--- src/rtl/collision_scanner.sv ---
// collision_scanner: scans the object table once per frame and reports Mario's edge contacts and the first coin eaten.
module collision_scanner #(
    parameter int          OBJ_COUNT  = 16,
    parameter logic [9:0]  MONEY_TYPE = 10'd2,
    localparam int         IW         = $clog2(OBJ_COUNT)
) (
    input  logic          clk,
    input  logic          rst,
    input  logic          Frame_Start,
    input  logic [31:0]   Mario_Coordinate,
    input  logic [31:0]   Mario_Size,
    output logic [IW-1:0] Obj_Index,
    input  logic [31:0]   Obj_Coordinate,
    input  logic [31:0]   Obj_Size,
    input  logic [9:0]    Obj_Type,
    input  logic          Obj_Collision_Enable,
    output logic [3:0]    Collision,
    output logic [10:0]   Collision_Type,
    output logic [9:0]    Mario_Signal,
    output logic          Consume_Valid,
    output logic [IW-1:0] Consume_Index,
    output logic          Busy,
    output logic          Done
);
    typedef enum logic [1:0] {IDLE, SCAN, DRAIN} state_t;
    state_t        state_q, state_d;
    logic [IW-1:0] idx_q, idx_d, cmp_idx_q, cmp_idx_d, coin_idx_q, coin_idx_d, ci_q, ci_d;
    logic          cmp_valid_q, cmp_valid_d, hit_q, hit_d, coin_hit_q, coin_hit_d;
    logic          coin_pulse_q, coin_pulse_d, done_q, done_d;
    logic [9:0]    mx_q, mx_d, my_q, my_d, mw_q, mw_d, ml_q, ml_d, type_acc_q, type_acc_d;
    logic [3:0]    coll_acc_q, coll_acc_d, coll_q, coll_d, dir;
    logic [10:0]   ctype_q, ctype_d, m_r, m_b, o_r, o_b;
    logic [9:0]    ox, oy, ow, ol;
    logic          start, last, pub, valid_obj, h, v, ovl, contact, coin;
    logic          unused;
    assign unused = ^{Mario_Coordinate[31:26], Mario_Coordinate[15:10], Mario_Size[31:26], Mario_Size[15:10],
                      Obj_Coordinate[31:26], Obj_Coordinate[15:10], Obj_Size[31:26], Obj_Size[15:10]};
    always_comb begin
        ox = Obj_Coordinate[25:16];
        oy = Obj_Coordinate[9:0];
        ow = Obj_Size[25:16];
        ol = Obj_Size[9:0];
        m_r = {1'b0, mx_q} + {1'b0, mw_q};
        m_b = {1'b0, my_q} + {1'b0, ml_q};
        o_r = {1'b0, ox} + {1'b0, ow};
        o_b = {1'b0, oy} + {1'b0, ol};
        h = ({1'b0, mx_q} < o_r) && ({1'b0, ox} < m_r);
        v = ({1'b0, my_q} < o_b) && ({1'b0, oy} < m_b);
        valid_obj = cmp_valid_q && Obj_Collision_Enable && ow != '0 && ol != '0;
        // Edge equality excludes overlap on that axis, so a corner touch yields no direction bit
        dir = {h && o_b == {1'b0, my_q}, h && {1'b0, oy} == m_b,
               v && o_r == {1'b0, mx_q}, v && {1'b0, ox} == m_r} & {4{valid_obj}};
        ovl = valid_obj && h && v;
        contact = (|dir) || ovl;
        coin = ovl && Obj_Type == MONEY_TYPE;
        start = state_q == IDLE && Frame_Start;
        last = idx_q == IW'(OBJ_COUNT - 1);
        pub = state_q == DRAIN;
        state_d = start ? SCAN : (state_q == SCAN && last) ? DRAIN : pub ? IDLE : state_q;
        idx_d = (state_q == SCAN && !last) ? idx_q + 1'b1 : '0;
        cmp_valid_d = state_q == SCAN;
        cmp_idx_d = idx_q;
        mx_d = start ? Mario_Coordinate[25:16] : mx_q;
        my_d = start ? Mario_Coordinate[9:0] : my_q;
        mw_d = start ? Mario_Size[25:16] : mw_q;
        ml_d = start ? Mario_Size[9:0] : ml_q;
        coll_acc_d = start ? '0 : coll_acc_q | dir;
        hit_d = !start && (hit_q || contact);
        type_acc_d = start ? '0 : (!hit_q && contact) ? Obj_Type : type_acc_q;
        coin_hit_d = !start && (coin_hit_q || coin);
        coin_idx_d = start ? '0 : (!coin_hit_q && coin) ? cmp_idx_q : coin_idx_q;
        // The last object's compare merges straight into the published result
        coll_d = pub ? coll_acc_d : coll_q;
        ctype_d = pub ? {1'b0, type_acc_d} : ctype_q;
        coin_pulse_d = pub && coin_hit_d;
        ci_d = pub ? coin_idx_d : '0;
        done_d = pub;
    end
    always_ff @(posedge clk) begin
        if (!rst) begin
            state_q <= IDLE;
            idx_q <= '0;
            cmp_idx_q <= '0;
            cmp_valid_q <= 1'b0;
            mx_q <= '0;
            my_q <= '0;
            mw_q <= '0;
            ml_q <= '0;
            coll_acc_q <= '0;
            hit_q <= 1'b0;
            type_acc_q <= '0;
            coin_hit_q <= 1'b0;
            coin_idx_q <= '0;
            coll_q <= '0;
            ctype_q <= '0;
            coin_pulse_q <= 1'b0;
            ci_q <= '0;
            done_q <= 1'b0;
        end else begin
            state_q <= state_d;
            idx_q <= idx_d;
            cmp_idx_q <= cmp_idx_d;
            cmp_valid_q <= cmp_valid_d;
            mx_q <= mx_d;
            my_q <= my_d;
            mw_q <= mw_d;
            ml_q <= ml_d;
            coll_acc_q <= coll_acc_d;
            hit_q <= hit_d;
            type_acc_q <= type_acc_d;
            coin_hit_q <= coin_hit_d;
            coin_idx_q <= coin_idx_d;
            coll_q <= coll_d;
            ctype_q <= ctype_d;
            coin_pulse_q <= coin_pulse_d;
            ci_q <= ci_d;
            done_q <= done_d;
        end
    end
    assign Obj_Index = idx_q;
    assign Collision = coll_q;
    assign Collision_Type = ctype_q;
    assign Mario_Signal = {9'b0, coin_pulse_q};
    assign Consume_Valid = coin_pulse_q;
    assign Consume_Index = ci_q;
    assign Busy = state_q != IDLE;
    assign Done = done_q;
endmodule

--- config.mk ---
export PLATFORM = sky130hd
export DESIGN_NAME = collision_scanner
export DESIGN_NICKNAME = d
export VERILOG_FILES = /design/src/rtl/collision_scanner.sv
export SDC_FILE = /design/constraint.sdc
export NUM_CORES = 1
export LEC_CHECK = 0
export CAP_MARGIN = 20
export CORE_MARGIN = 5
export CORE_UTILIZATION = 51
export DETAILED_ROUTE_END_ITERATION = 10
export PLACE_DENSITY = 0.86
export SLEW_MARGIN = 15
export SYNTH_ARGS = -nofsm -noshare
export SYNTH_HDL_FRONTEND = slang
export SYNTH_SLANG_ARGS = --single-unit
--- constraint.sdc ---
create_clock -name clk -period 10.6 [get_ports clk]
set_input_delay 3.18 -clock clk [delete_from_list [all_inputs] [get_ports clk]]
set_output_delay 3.18 -clock clk [all_outputs]
set_load 0.03 [all_outputs]
==> out/metrics.csv, run 1 <==
stage,metric,value,unit
status,status,"finished, final reports clean",
routing,first_pass_iters,5,
clock_network,htreeDepth,3,
timing,finalCriticalPeriod,7.14,ns
clock_network,clkTransAtPathRegs,0.06,ns
timing,finalHoldViolations,0,
synth,netlist_area,5780,sq um
setup_path,cp.arrival,7.39,ns
synth,synth_edf_count,0,
clock_network,worstSkewPairLatency,0.33,ns
timing,setup_slack,3.46,ns
place,dp_slack,3.21,ns
grt,grt_pass1_wl,23900,um
setup_path,cpPeakStageDelay,0.49,ns
place,dp_hpwl,11700,um
timing,slew_viol_final,0,
timing,whs,0.460,ns
min_path,hp-class,reg2reg,
floorplan,start_util,0.526,
synth,synth.most_common_cell,a21oi_1,
setup_path,cp_common_cell,a21oi_1,
floorplan,die_y,116,um
clock_network,post_cts_resize_count,0,
floorplan,dieArea,13600,sq um
synth,synth_top_area_share,0.315,
run,cap_viol_max_count,0,
timing,skew,0.00611,ns
cells_and_area,num_antenna_cells,0,
setup_path,startpoint_type,input port,
cells_and_area,layout.nets,1021,
routing,vias,5330,
timing,min_period_over_period,0.674,
timing,fin_tns_setup,0,ns
routing,finalWirelength,15000,um
synth,ys_top_cells_by_count,"a21oi_1 (99), nand2_1 (96), dfxtp_1 (91)",
power,p_per_area,129,nW/um^2
place,placed_cell_area,7050,sq um
setup_path,critPathSlowestCell,clkdlybuf4s50_1,
synth,syn_area_per_cell,8.47,sq um
grt,grt_max_degree,46,
floorplan,core,11000,sq um
setup_path,critPathBufInv,1,
clock_network,cts_sinks,91,
routing,drt-vias-per-instance,5.68,
timing,fmax,0.140,GHz
floorplan,core.rowCount,38,
place,port-buffer-count,119,
timing,relSlewSlack,0.480,
clock_network,clk_path_buf_depth,2,
routing,antenna_left,0,
synth,synthFlopType,dfxtp_1,
grt,grt_pass1_vias,5325,
grt,grt_overflow,0,
cells_and_area,final_util,0.673,
synth,async_flop_share,0,
setup_path,crit_fanout,10,
synth,synth_area_leaders,"dfxtp_1 (32%), ha_1 (18%), a21oi_1 (8.6%), nand2_1 (6.2%), xnor2_1 (3.6%)",
synth,ys_seq_elements,91,
setup_path,worst-setup-path-type,in2reg,
clock_network,postCtsHoldBufs,0,
setup_path,cp_cell_sequence,clkdlybuf4s50_1 > ha_1 > a21o_1 > a21oi_1 > o21bai_1 > a21oi_1 > o21bai_1 > a21oi_1 > nor3_1 > a211oi_1 > ha_1 > nand3_1 > a211o_1 > o211a_1 > nor3_4 > or3b_4 > o2111ai_4 > nand3_1 > a31oi_1,
clock_network,cts_setup_buffers,0,
power,total_leakage_power,3.12,nW
clock_network,cts_tree,done,
clock_network,cts_buffers,9,
setup_path,end_kind,register,
synth,postSynthCellCount,682,
cells_and_area,layout-drive-gt1-share,0.0539,
power,ir_drop,0.0740,mV
setup_path,critPathTopFamily,compound AO/OA/AOI/OAI gates,
timing,setup_viol,0,
floorplan,ios,178,
power,finalPower,955,uW
clock_network,cts_root_buf,clkbuf_16,
synth,ys_types,51,
synth,yosysTopAreaCell,dfxtp_1,
place,post-place-cells,923,
routing,wl_per_cell,16.0,um
floorplan,fp.dieW,116,um
cells_and_area,area_delta_synth_final,27.9,%
synth,synth_warnings,0,
timing,worstMarginPinSlew,0.779,ns
cells_and_area,final_cell_area,7390,sq um
place,gp_congestion,0.889,
cells_and_area,fin_cells,938,
synth,yosysSeqAreaShare,0.315,
routing,first_iter_violations,263,
setup_path,ff2ff_setup_slack,6.55,ns
routing,drc,0,
timing,rsz0062_at_grt,no,
grt,antenna_found_initial,0,
grt,grt.total_usage,0.220,
setup_path,critPathRequiredTime,10.85,ns
[cell usage in the layout (no fill, tap or decap), types with 2 or more instances in the layout]
cell / count
a21oi_2: 2
nand3b_1: 5
ha_1: 81
a21o_1: 23
nand3_1: 33
nor3_1: 14
nand2_1: 96
inv_6: 2
bufinv_16: 3
o21bai_1: 11
nor2_1: 31
and2_1: 6
o21ai_2: 10
o21ai_1: 2
nand4_1: 7
o21ai_0: 17
a31oi_1: 16
nor4_1: 7
nor4bb_1: 3
or4_1: 3
xor2_1: 6
fa_1: 4
a21oi_1: 99
a211oi_1: 11
clkbuf_16: 9
mux2i_1: 4
inv_1: 23
dfxtp_1: 91
clkdlybuf4s50_1: 119
buf_4: 3
conb_1: 10
xnor2_1: 24
[state kept, by name, indices dropped and copies added, names as in the netlist, 2 cells and up]
register,cells
Collision_Type,10
state_q,2
my_q,10
mx_q,10
type_acc_q,10
Consume_Index,4
ml_q,10
coll_acc_q,4
Collision,4
cmp_idx_q,4
Obj_Index,4
mw_q,10
coin_idx_q,4
[where the power goes]
group / total, mW / switching (mW) / leakage (nW) / internal (mW)
Combinational: 0.234 / 0.126 / 2.21 / 0.109
Sequential: 0.361 / 0.00860 / 0.740 / 0.353
Clock: 0.359 / 0.129 / 0.166 / 0.230
Total: 0.955 / 0.264 / 3.12 / 0.691
[cell type report]
type	instances	area, sq um
fillers	897	3590
multi-input cells	546	3750
clock inverters	6	113
inverters	24	90.1
well taps	140	175
repair buffers	122	1210
flip-flops and latches	91	1820
clock buffers	9	225
[logic make-up (layout without fill, tap and decap cells)]
| group | Yosys count | after routing | share of synthesized area |
|---|---|---|---|
| simple gates | 214 | 214 | 0.176 |
| fa+ha+maj | 85 | 85 | 0.189 |
| mux | 4 | 4 | 0.00693 |
| compound gates | 203 | 203 | 0.225 |
| flops | 91 | 91 | 0.315 |
| xor+xnor | 30 | 30 | 0.0455 |
| buf+inv | 54 | 161 | 0.0422 |
| other cells | 1 | 10 | 0.000649 |
[metal layers]
layer	GRT usage	up-vias	part of all wire
met5	0	-	0
met4	0.0982	0	0.027
met3	0.0409	35	0.052
met2	0.395	155	0.50
met1	0.252	2462	0.42
li1	-	2678	-
[final timing paths]
check                                   startpoint           endpoint  cells past startpoint
worst min-delay path                 coll_acc_q[2]      coll_acc_q[2]                      2
worst max register to register             mx_q[1]      type_acc_q[0]                     16
worst min register to register       coll_acc_q[2]      coll_acc_q[2]                      2
worst max-delay path            Obj_Coordinate[17]  Collision_Type[7]                     19
[tightest hold or removal path, stage by stage (launching register included)]
cell and delay (ns):
dfxtp_1 0.31, a21oi_1 0.05, nor2_1 0.07
(Power assumes the default switching activity.)
==> run 2: changes to the inputs <==
--- a/config.mk
+++ b/config.mk
@@ -7,9 +7,9 @@
 export LEC_CHECK = 0
 export CAP_MARGIN = 20
 export CORE_MARGIN = 5
-export CORE_UTILIZATION = 51
+export CORE_UTILIZATION = 43
 export DETAILED_ROUTE_END_ITERATION = 10
-export PLACE_DENSITY = 0.86
+export PLACE_DENSITY = 0.77
 export SLEW_MARGIN = 15
 export SYNTH_ARGS = -nofsm -noshare
 export SYNTH_HDL_FRONTEND = slang
==> constraint.sdc (replaced) <==
create_clock -name clk -period 5.89 [get_ports clk]
set_input_delay 1.767 -clock clk [delete_from_list [all_inputs] [get_ports clk]]
set_output_delay 1.767 -clock clk [all_outputs]
set_load 0.03 [all_outputs]
==> out/metrics.csv, run 2 (synthesis results as in run 1) <==
stage,metric,value,unit
grt,grt_pass1_wl,24000,um
setup_path,startpoint_type,input port,
routing,first_iter_violations,279,
clock_network,clkTransAtPathRegs,0.07,ns
floorplan,dieArea,15900,sq um
place,gp_congestion,0.836,
setup_path,cp_cell_sequence,clkdlybuf4s50_1 > ha_1 > a21o_1 > a21oi_1 > o21bai_1 > a21oi_1 > o21bai_1 > a21oi_1 > nor3_1 > a211oi_1 > ha_1 > nand3_1 > a211o_1 > o211a_1 > nor3_4 > or3b_4 > o2111a_4 > o21ai_2 > a21oi_1,
grt,antenna_found_initial,0,
clock_network,cts_buffers,9,
floorplan,start_util,0.438,
routing,first_pass_iters,4,
place,dp_hpwl,11000,um
run,cap_viol_max_count,0,
power,total_leakage_power,3.13,nW
grt,grt_pass1_vias,5149,
power,p_per_area,226,nW/um^2
clock_network,cts_tree,done,
clock_network,clk_path_buf_depth,2,
cells_and_area,layout-drive-gt1-share,0.0609,
clock_network,cts_setup_buffers,0,
clock_network,cts_root_buf,clkbuf_16,
timing,finalCriticalPeriod,5.47,ns
setup_path,end_kind,register,
timing,fin_tns_setup,0,ns
floorplan,fp.dieW,126,um
clock_network,postCtsHoldBufs,0,
grt,use_met2,0.309,
cells_and_area,final_util,0.565,
cells_and_area,regArea,1820,sq um
routing,vias,5162,
routing,antenna_left,0,
cells_and_area,layout.nets,1026,
timing,skew,0.00585,ns
grt,grt_use_met1,0.233,
power,ir_drop,0.165,mV
grt,grt_max_degree,46,
floorplan,core,13200,sq um
timing,setup_viol,0,
cells_and_area,fillers,1205,
setup_path,cp.arrival,5.67,ns
setup_path,r2r_cells,16,
clock_network,htreeDepth,3,
clock_network,post_cts_resize_count,0,
place,port-buffer-count,119,
place,placed_cell_area,7130,sq um
floorplan,core.rowCount,42,
setup_path,crit_fanout,10,
grt,grt_overflow,0,
floorplan,die_y,126,um
min_path,hp-class,reg2reg,
timing,relSlewSlack,0.378,
setup_path,critPathSlowestCell,or3b_4,
cells_and_area,layout_common_cells,"clkdlybuf4s50_1 (119), a21oi_1 (99), nand2_1 (96)",
setup_path,cpPeakStageDelay,0.45,ns
floorplan,ios,178,
timing,whs,0.462,ns
routing,wl_per_cell,14.5,um
setup_path,worst-setup-path-type,in2reg,
min_path,min_path_cells,2,
grt,grt.total_usage,0.181,
timing,rsz0062_at_grt,no,
cells_and_area,num_antenna_cells,0,
timing,worstMarginPinSlew,0.929,ns
setup_path,critPathBufInv,1,
timing,fmax,0.183,GHz
grt,grt_use_met3,0.0334,
setup_path,crit_cells,19,
timing,slew_viol_final,0,
timing,finalHoldViolations,0,
clock_network,cts_sinks,91,
cells_and_area,final_cell_area,7460,sq um
cells_and_area,final_common_cell,clkdlybuf4s50_1,
setup_path,critPathRequiredTime,6.08,ns
cells_and_area,area_delta_synth_final,29.0,%
timing,min_period_over_period,0.929,
status,status,"finished, final reports clean",
setup_path,cp_common_cell,a21oi_1,
routing,drc,0,
routing,finalWirelength,14200,um
cells_and_area,multi_input_area,3750,sq um
clock_network,worstSkewPairLatency,0.34,ns
setup_path,critPathTopFamily,compound AO/OA/AOI/OAI gates,
grt,grt_busiest_layer,met2,
routing,drt-vias-per-instance,5.27,
==> run 2: cell count changes in the layout (fill, tap and decap cells not counted), sizes merged <==
cell | previous run | this run
buf | 3 | 8
clkinvlp | 0 | 1
bufinv | 3 | 1
clkbuf | 9 | 10
inv | 26 | 27
==> run 2: power breakdown <==
part / internal (mW) / total [mW] / switching (mW)
clock network: 0.350 / 0.609 / 0.259
logic: 0.199 / 0.422 / 0.223
registers: 0.634 / 0.650 / 0.0156
==> run 2: final timing paths <==
kind | start | to | slack, ns
worst max-delay path | Obj_Coordinate[17] | type_acc_q[6] | 0.42
worst min register to register | mw_q[0] | mw_q[0] | 0.46
worst min-delay path | mw_q[0] | mw_q[0] | 0.46
worst max register to register | mx_q[1] | coin_idx_q[2] | 1.85
==> run 2: per-layer routing <==
metal	routed length [um]	vias up
met2	6640	112
met5	0	-
li1	-	2688
met4	241	0
met3	741	15
met1	6550	2347
==> run 2: cell type report <==
type                    instances  share of cell area
repair buffers                127               0.168
well taps                     176              0.0295
inverters                      24              0.0121
multi-input cells             546               0.503
clock inverters                 6              0.0111
flip-flops and latches         91               0.244
clock buffers                  10              0.0321
==> run 2: worst reg2reg max path: stages, from the launching register on <==
cell and delay (ns):
dfxtp_1 0.41, ha_1 0.26, a21o_1 0.18, a21oi_1 0.22, o21bai_1 0.09, a21oi_1 0.23
o21bai_1 0.12, a21oi_1 0.32, nor4bb_1 0.11, a211oi_1 0.20, ha_1 0.30, a21oi_1 0.18
o21ai_1 0.18, a211oi_4 0.46, nand4b_2 0.31, mux2i_1 0.29, nor2_1 0.06
==> run 2: per-stage QoR <==
| stage | cells | worst slack (ns) | power (mW) |
|---|---|---|---|
| 2_1_floorplan | 691 | 0.905 | 0.942 |
| 3_3_place_gp | 964 | 0.142 | 1.07 |
| 3_5_place_dp | 964 | 0.0952 | 1.09 |
| 4_1_cts | 980 | 0.439 | 1.70 |
| 5_1_grt | 980 | 0.0692 | 1.78 |
| 6_report | 980 | 0.416 | 1.68 |
==> run 3: changes to the inputs <==
--- a/config.mk
+++ b/config.mk
@@ -10,6 +10,7 @@
 export CORE_UTILIZATION = 43
 export DETAILED_ROUTE_END_ITERATION = 10
 export PLACE_DENSITY = 0.77
+export RECOVER_POWER = 25
 export SLEW_MARGIN = 15
 export SYNTH_ARGS = -nofsm -noshare
 export SYNTH_HDL_FRONTEND = slang
==> out/metrics.csv, run 3 (synthesis results as in run 1) <==
stage,metric,value,unit
cells_and_area,area_delta_synth_final,29.0,%
setup_path,critPathTopFamily,compound AO/OA/AOI/OAI gates,
cells_and_area,final_cell_area,7460,sq um
timing,setup_slack,0.414,ns
setup_path,critPathRequiredTime,6.09,ns
place,dp_slack,0.0952,ns
timing,worstMarginPinSlew,0.918,ns
power,internal-power,1.18,mW
power,p_per_area,226,nW/um^2
grt,grt_pass1_wl,24000,um
routing,finalWirelength,14200,um
clock_network,clk_path_buf_depth,2,
cells_and_area,fillers,1205,
clock_network,htreeDepth,3,
setup_path,crit_fanout,10,
status,status,"finished, final reports clean",
setup_path,cp_common_cell,a21oi_1,
power,total_leakage_power,3.20,nW
setup_path,cp.arrival,5.67,ns
setup_path,startpoint_type,input port,
power,seq_power_share,0.386,
floorplan,start_util,0.438,
clock_network,cts_root_buf,clkbuf_16,
routing,antenna_left,0,
place,post-place-cells,964,
floorplan,die_y,126,um
clock_network,cts_tree,done,
clock_network,postCtsHoldBufs,0,
power,finalPower,1.68,mW
cells_and_area,layout.nets,1026,
place,gp_congestion,0.836,
grt,grt_overflow,0,
timing,fmax,0.183,GHz
timing,rsz0062_at_grt,no,
cells_and_area,layout-drive-gt1-share,0.0609,
timing,finalCriticalPeriod,5.48,ns
floorplan,dieArea,15900,sq um
floorplan,ios,178,
floorplan,core,13200,sq um
setup_path,critPathSlowestCell,or3b_4,
clock_network,cts_setup_buffers,0,
clock_network,cts_sinks,91,
run,cap_viol_max_count,0,
grt,grt_max_degree,46,
routing,drt-vias-per-instance,5.25,
cells_and_area,final_util,0.565,
floorplan,fp.dieW,126,um
power,p_clk_frac,0.363,
clock_network,worstSkewPairLatency,0.35,ns
timing,skew,0.00615,ns
power,p_sw,499,uW
cells_and_area,layout_common_cells,"a21oi_1 (99), clkdlybuf4s50_1 (99), nand2_1 (96)",
power,p_comb_frac,0.251,
setup_path,end_kind,register,
clock_network,post_cts_resize_count,0,
routing,vias,5146,
routing,first_pass_iters,4,
routing,wl_per_cell,14.5,um
routing,first_iter_violations,268,
setup_path,critPathBufInv,1,
floorplan,core.rowCount,42,
timing,min_period_over_period,0.930,
timing,finalHoldViolations,0,
timing,setup_viol,0,
timing,whs,0.462,ns
timing,relSlewSlack,0.385,
cells_and_area,fin_cells,980,
grt,grt.total_usage,0.181,
clock_network,clkTransAtPathRegs,0.07,ns
grt,antenna_found_initial,0,
place,port-buffer-count,119,
grt,grt_pass1_vias,5149,
power,ir_drop,0.165,mV
min_path,hp-class,reg2reg,
timing,fin_tns_setup,0,ns
timing,slew_viol_final,0,
cells_and_area,multi_input_area,3750,sq um
setup_path,worst-setup-path-type,in2reg,
cells_and_area,regArea,1820,sq um
place,placed_cell_area,7130,sq um
power,switching_share,0.297,
cells_and_area,num_antenna_cells,0,
setup_path,cpPeakStageDelay,0.45,ns
setup_path,cp_cell_sequence,clkdlybuf4s50_1 > ha_1 > a21o_1 > a21oi_1 > o21bai_1 > a21oi_1 > o21bai_1 > a21oi_1 > nor3_1 > a211oi_1 > ha_1 > nand3_1 > a211o_1 > o211a_1 > nor3_4 > or3b_4 > o2111a_4 > o21ai_2 > a21oi_1,
clock_network,cts_buffers,9,
routing,drc,0,
place,dp_hpwl,11000,um
[run 3: changes by cell type in the layout (fill, tap and decap cells not counted), sizes merged]
cell	change
dlygate4sd3	+20
clkdlybuf4s50	-20
[run 3: area by class of cell]
cell class              instances  share of cell area
multi-input cells             546               0.503
inverters                      24              0.0121
clock buffers                  10              0.0321
clock inverters                 6              0.0111
flip-flops and latches         91               0.244
repair buffers                127               0.168
well taps                     176              0.0295
[run 3: tightest hold or removal path, stage by stage (launching register included)]
cell and delay (ns):
dfxtp_1 0.31, nand2_1 0.05, a21oi_1 0.05
[run 3: final timing paths]
check	start	slack [ns]	depth (start not counted)	end
worst max-delay path	Obj_Coordinate[17]	0.41	19	type_acc_q[6]
worst min-delay path	mw_q[0]	0.46	2	mw_q[0]
worst max register to register	mx_q[1]	1.85	16	coin_idx_q[2]
worst min register to register	mw_q[0]	0.46	2	mw_q[0]
[run 3: power by group through the flow]
stage               combinational, mW  sequential, mW  clock [mW]
finish                          0.423           0.650       0.610
global route                    0.475           0.652       0.651
CTS                             0.424           0.650       0.626
detailed placement              0.422           0.664           0
global placement                0.411           0.664           0
floorplan                       0.282           0.660           0
[run 3: metal layers]
metal  share of wire  global-route usage  up-vias  wire length, um
met4           0.012              0.0580        0              173
met3           0.051              0.0334       13              721
met2            0.47               0.309      115             6670
met1            0.47               0.233     2331             6610
met5               0                   0        -                0
li1                -                   -     2687                -
